<file path="src/rtl/echo_range_bcd.sv">
// echo_range_bcd: measures echo pulse width in cm and publishes four BCD digits.
// Ports: sys_clk50m, sys_rst (async low), echo in; dig0..dig3, over_range, done, busy out.
module echo_range_bcd #(
  parameter int CLK_PER_CM = 2900,
  parameter int MAX_CM     = 9999
) (
  input  logic       sys_clk50m,
  input  logic       sys_rst,
  input  logic       echo,
  output logic [3:0] dig0,
  output logic [3:0] dig1,
  output logic [3:0] dig2,
  output logic [3:0] dig3,
  output logic       over_range,
  output logic       done,
  output logic       busy
);

  typedef enum logic [1:0] {
    S_IDLE,
    S_MEASURE,
    S_CONVERT,
    S_UPDATE
  } state_t;

  localparam logic [15:0] PRE_TOP = 16'(CLK_PER_CM - 1);
  localparam logic [13:0] CM_MAX  = 14'(MAX_CM);

  state_t      r_state;
  state_t      w_next;

  logic        r_sync1;
  logic        r_echo_s;
  logic        r_echo_d;
  logic        w_rise;
  logic        w_fall;

  logic [15:0] r_pre;
  logic [13:0] r_cm;
  logic        r_sat;
  logic [13:0] r_bin;
  logic [15:0] r_bcd;
  logic [3:0]  r_it;

  logic        w_wrap;
  logic [13:0] w_cm_nxt;
  logic [15:0] w_bcd_adj;
  logic        w_unused;

  logic [15:0] r_dig;
  logic        r_over;
  logic        r_done;
  logic        r_busy;

  always_ff @(posedge sys_clk50m or negedge sys_rst) begin
    if (!sys_rst) begin
      r_sync1  <= 1'b0;
      r_echo_s <= 1'b0;
      r_echo_d <= 1'b0;
    end else begin
      r_sync1  <= echo;
      r_echo_s <= r_sync1;
      r_echo_d <= r_echo_s;
    end
  end

  assign w_rise = r_echo_s & ~r_echo_d;
  assign w_fall = ~r_echo_s & r_echo_d;

  assign w_wrap   = (r_pre == PRE_TOP);
  // Count holds at the cap; the wrap that would overflow sets sat.
  assign w_cm_nxt = (w_wrap && (r_cm != CM_MAX)) ? r_cm + 14'd1 : r_cm;

  always_comb begin
    w_bcd_adj = r_bcd;
    for (int k = 0; k < 4; k++) begin
      if (r_bcd[4*k +: 4] >= 4'd5)
        w_bcd_adj[4*k +: 4] = r_bcd[4*k +: 4] + 4'd3;
    end
  end

  // Top nibble never reaches 8 for inputs up to 9999.
  assign w_unused = w_bcd_adj[15];

  always_ff @(posedge sys_clk50m or negedge sys_rst) begin
    if (!sys_rst) r_state <= S_IDLE;
    else          r_state <= w_next;
  end

  always_comb begin
    w_next = r_state;
    unique case (r_state)
      S_IDLE:    if (w_rise) w_next = S_MEASURE;
      S_MEASURE: if (w_fall) w_next = S_CONVERT;
      S_CONVERT: if (r_it == 4'd13) w_next = S_UPDATE;
      S_UPDATE:  w_next = S_IDLE;
      default:   w_next = S_IDLE;
    endcase
  end

  always_ff @(posedge sys_clk50m or negedge sys_rst) begin
    if (!sys_rst) begin
      r_pre <= '0;
      r_cm  <= '0;
      r_sat <= 1'b0;
      r_bin <= '0;
      r_bcd <= '0;
      r_it  <= '0;
    end else begin
      unique case (r_state)
        S_IDLE: begin
          if (w_rise) begin
            r_pre <= '0;
            r_cm  <= '0;
            r_sat <= 1'b0;
          end
        end
        S_MEASURE: begin
          r_pre <= w_wrap ? 16'd0 : r_pre + 16'd1;
          r_cm  <= w_cm_nxt;
          if (w_wrap && (r_cm == CM_MAX))
            r_sat <= 1'b1;
          if (w_fall) begin
            r_bin <= w_cm_nxt;
            r_bcd <= '0;
            r_it  <= '0;
          end
        end
        S_CONVERT: begin
          r_bcd <= {w_bcd_adj[14:0], r_bin[13]};
          r_bin <= {r_bin[12:0], 1'b0};
          r_it  <= r_it + 4'd1;
        end
        default: ;
      endcase
    end
  end

  always_ff @(posedge sys_clk50m or negedge sys_rst) begin
    if (!sys_rst) begin
      r_dig  <= '0;
      r_over <= 1'b0;
      r_done <= 1'b0;
      r_busy <= 1'b0;
    end else begin
      r_done <= (r_state == S_UPDATE);
      r_busy <= (w_next != S_IDLE);
      if (r_state == S_UPDATE) begin
        r_dig  <= r_bcd;
        r_over <= r_sat;
      end
    end
  end

  assign dig0       = r_dig[3:0];
  assign dig1       = r_dig[7:4];
  assign dig2       = r_dig[11:8];
  assign dig3       = r_dig[15:12];
  assign over_range = r_over;
  assign done       = r_done;
  assign busy       = r_busy;

endmodule

</file>
<file path="config.mk">
export PLATFORM = sky130hd
export DESIGN_NAME = echo_range_bcd
export DESIGN_NICKNAME = d
export VERILOG_FILES = /design/src/rtl/echo_range_bcd.sv
export SDC_FILE = /design/constraint.sdc
export NUM_CORES = 1
export LEC_CHECK = 0
export ABC_AREA = 1
export BUFFER_PORTS_ARGS = -buffer_cell sky130_fd_sc_hd__buf_2
export CAP_MARGIN = 20
export CELL_PAD_IN_SITES_DETAIL_PLACEMENT = 2
export CELL_PAD_IN_SITES_GLOBAL_PLACEMENT = 2
export CORE_MARGIN = 8
export CORE_UTILIZATION = 36
export DETAILED_ROUTE_END_ITERATION = 10
export PLACE_DENSITY = 0.88
export SYNTH_ARGS = -nofsm -noshare
export SYNTH_HDL_FRONTEND = slang
export SYNTH_SLANG_ARGS = --single-unit
</file>
<file path="constraint.sdc">
create_clock -name sys_clk50m -period 1.81 [get_ports sys_clk50m]
set_input_delay 0.181 -clock sys_clk50m [delete_from_list [all_inputs] [get_ports sys_clk50m]]
set_output_delay 0.181 -clock sys_clk50m [all_outputs]
set_load 0.02 [all_outputs]
</file>
==> metrics.txt <==
Clk pin slew, worst setup/hold paths 0.07 ns; CTS tree yes; Synth Area in Adders 0.0310; startpoint types flop; period utilization 1.01; Post-Synth Simple-Gate Area 0.300; commonest non-fill, non-tap cell in the layout nand2_1; main combinational cell family by area after synthesis simple AND/OR/NAND/NOR gates; drt drc 0; post-synthesis mux area share 0; Tot GR Track Use 0.194; minimum clock period 1.82 ns; Fillers 1559; crit end category flop; CP max FO 5; CTS sink count 89; Crit Path Class reg -> reg; Rows 42; failing checks negative setup slack; number of vias per cell 5.26; Cells after Synth approximately 650; critical path's largest stage delay 0.42 ns; Max stage delay cell, worst path dfrtp_1; die area 17400 um^2; final worst slack -0.0138 ns; Ys Warns 0; library cells used by synthesis 33; crit-path most repeated cell nand2_1; Storage cell area 2230 um^2; ant diodes 0; buffer depth of the longest clock path 2; CTS Buf Count 9; DP Cell Count 839; Max Slew Vio Count 0; CP arrival 2.05 ns; # H-tree levels 3; Hold WC Path Type in -> async; vias in the first global route 5054; IO buf count 21; P&R area growth vs syn 15.4%; syn avg cell area 7.46 um^2; most frequent cells in the layout nand2_1, dfrtp_1, inv_1, nor2_1, nand3_1; Synth Net Count ~660; Synth Area in Compound Gates 0.102; Initial Utilization 0.367; RSZ-0062 raised after global routing yes; share of cells above drive strength 1 0.129; post-route ant nets 0; vias 4520; routed wire length 17200 um; die width about 130 um; first-pass GRT wire length 26900 um; Pleak 2.69 nW; Post-Route Skew approximately 0.0074 ns; Slew @ Worst Pin 0.519 ns; setup violators final 1; initial antenna violation count 0; largest net degree at the start of global routing 38; Max VDD drop 0.000483 V; mapped cell area 4840 um^2; outcome complete, but fails checks; FMAX 548 MHz; DP Wirelength 11400 um; Multi-input gate area 2230 um^2; maxcap violations 0; Skew-Pair Late Insertion Delay about 0.36 ns; Seq/Total Area, Yosys 0.461; crit-path cells ha_2 -> nand3_2 -> nor2_1 -> nand3_1 -> nand2_1 -> nand2_1 -> nand3_1 -> nand2_1; DP Worst Slack 0.0169 ns; core area ~13000 um^2; DRT iter0 DRCs 206; final hold vios 0; Worst slew margin 0.651; nets@finish 694; R2R Setup Slk -0.01 ns; Die Height 132 um; I/O pins 22; power density cells 1000 nW/um^2; root buffer cell clkbuf_16; gr ovfl total 0; DR WL/cell 20.0 um; register bit total from synthesis 89; Final Non-Filler Cells between 800 and 900; GP Congestion about 0.9; XOR/XNOR Fraction of Synth Area 0.0181; DR pass1 iterations 4; data required time of the worst path 2.04 ns
## cells by family after synthesis
family	count (synthesis)
DFF	89
and+or+nand+nor	341
xor gates and xnor gates	10
adders and majority gates	12
buffers and inverters	107
AOI/OAI and AO/OA	89
## area by class of cell
class	instances	share of cell area
sequential	89	0.399
clock inverter	6	0.0119
tap	176	0.0395
inverter	88	0.0592
clock buffer	10	0.0428
multi-input combinational	453	0.400
timing repair buffer	38	0.0475
## layer usage
| metal | vias to the layer above | wire length (um) | track usage |
|---|---|---|---|
| li1 | 2123 | - | - |
| met1 | 2303 | 7290 | 0.231 |
| met2 | 70 | 9040 | 0.333 |
| met3 | 24 | 523 | 0.0370 |
| met4 | 0 | 313 | 0.0817 |
| met5 | - | 0 | 0 |
## cell usage after synthesis
master    count  area (um^2)
nand2_1     191          717
dfrtp_1      89         2230
inv_1        75          282
nor2_1       68          255
nand3_1      49          245
o21ai_0      43          215
o22ai_1      20          125
a21oi_1      15         75.1
buf_2        12         60.1
ha_1         12          150
inv_2        11         41.3
nand4_1       9         56.3
xor2_1        9         78.8
nand2_2       7         43.8
nor3_1        6         30.0
clkbuf_1      4         15.0
o21ai_1       4         20.0
o32ai_1       4         35.0
nor2_2        3         18.8
buf_1         2         7.51
clkinv_1      2         7.51
nand3b_1      2         15.0
a21o_1        1         7.51
a31oi_1       1         6.26
buf_8         1         15.0
nand3_2       1         10.0
nand4_2       1         12.5
nor2_4        1         11.3
nor2_8        1         20.0
nor3_2        1         10.0
o31ai_1       1         7.51
or2_1         1         6.26
xnor2_1       1         8.76
## worst max-delay path: cells and delay by family (launching register included)
kind                       cells  cell delay, ns
and+or+nand+nor                7            1.02
DFF                            1            0.42
adders and majority gates      1            0.25
## per-stage QoR
step                      power, W  hold slack [ns]  utilization  instance area [um^2]  setup TNS (ns)
after CTS                  0.00556            0.309        0.418                  5520               0
after global routing       0.00581            0.347        0.423                  5580          -0.536
after detailed placement   0.00353            0.146        0.393                  5190               0
final                      0.00559            0.304        0.423                  5580         -0.0138
after global placement     0.00345            0.143        0.393                  5190               0
after floorplan            0.00299           -0.115            -                  4840               0
## state kept, by name, indices dropped and copies added (netlist names)
signal / flops
r_bin: 14
r_echo_s: 1
busy: 1
done: 1
over_range: 1
r_dig: 16
r_sat: 1
r_pre: 16
r_sync1: 1
r_cm: 14
r_state: 2
r_echo_d: 1
r_it: 4
r_bcd: 16
## timing repair
action                                  CTS  global route
pin swaps                                 0             1
gates resized for setup                   1            10
hold buffers                              2             0
endpoints found under the hold margin    28             0
setup buffers                             0             2
endpoints found under the setup margin    2            22
gates cloned                              0             1
## report_power, final
part / leakage [nW] / switching (W) / internal [W] / total [W]
combinational: 1.32 / 0.00101 / 0.000357 / 0.00137
clock: 0.153 / 0.000892 / 0.00111 / 0.00201
sequential: 1.22 / 0.000116 / 0.00209 / 0.00221
total: 2.69 / 0.00202 / 0.00357 / 0.00559
## final timing paths
check | startpoint | to | cells after the start
setup / recovery | r_cm[1] | r_bin[1] | 8
hold / removal | sys_rst | r_dig[7] | 2
setup reg to reg | r_cm[1] | r_bin[1] | 8
hold reg to reg | r_sync1 | r_echo_s | 0
max in group asynchronous | sys_rst | r_pre[6] | 3
min in group sys_clk50m | r_sync1 | r_echo_s | 0
Power figures use the tool's default switching activity.
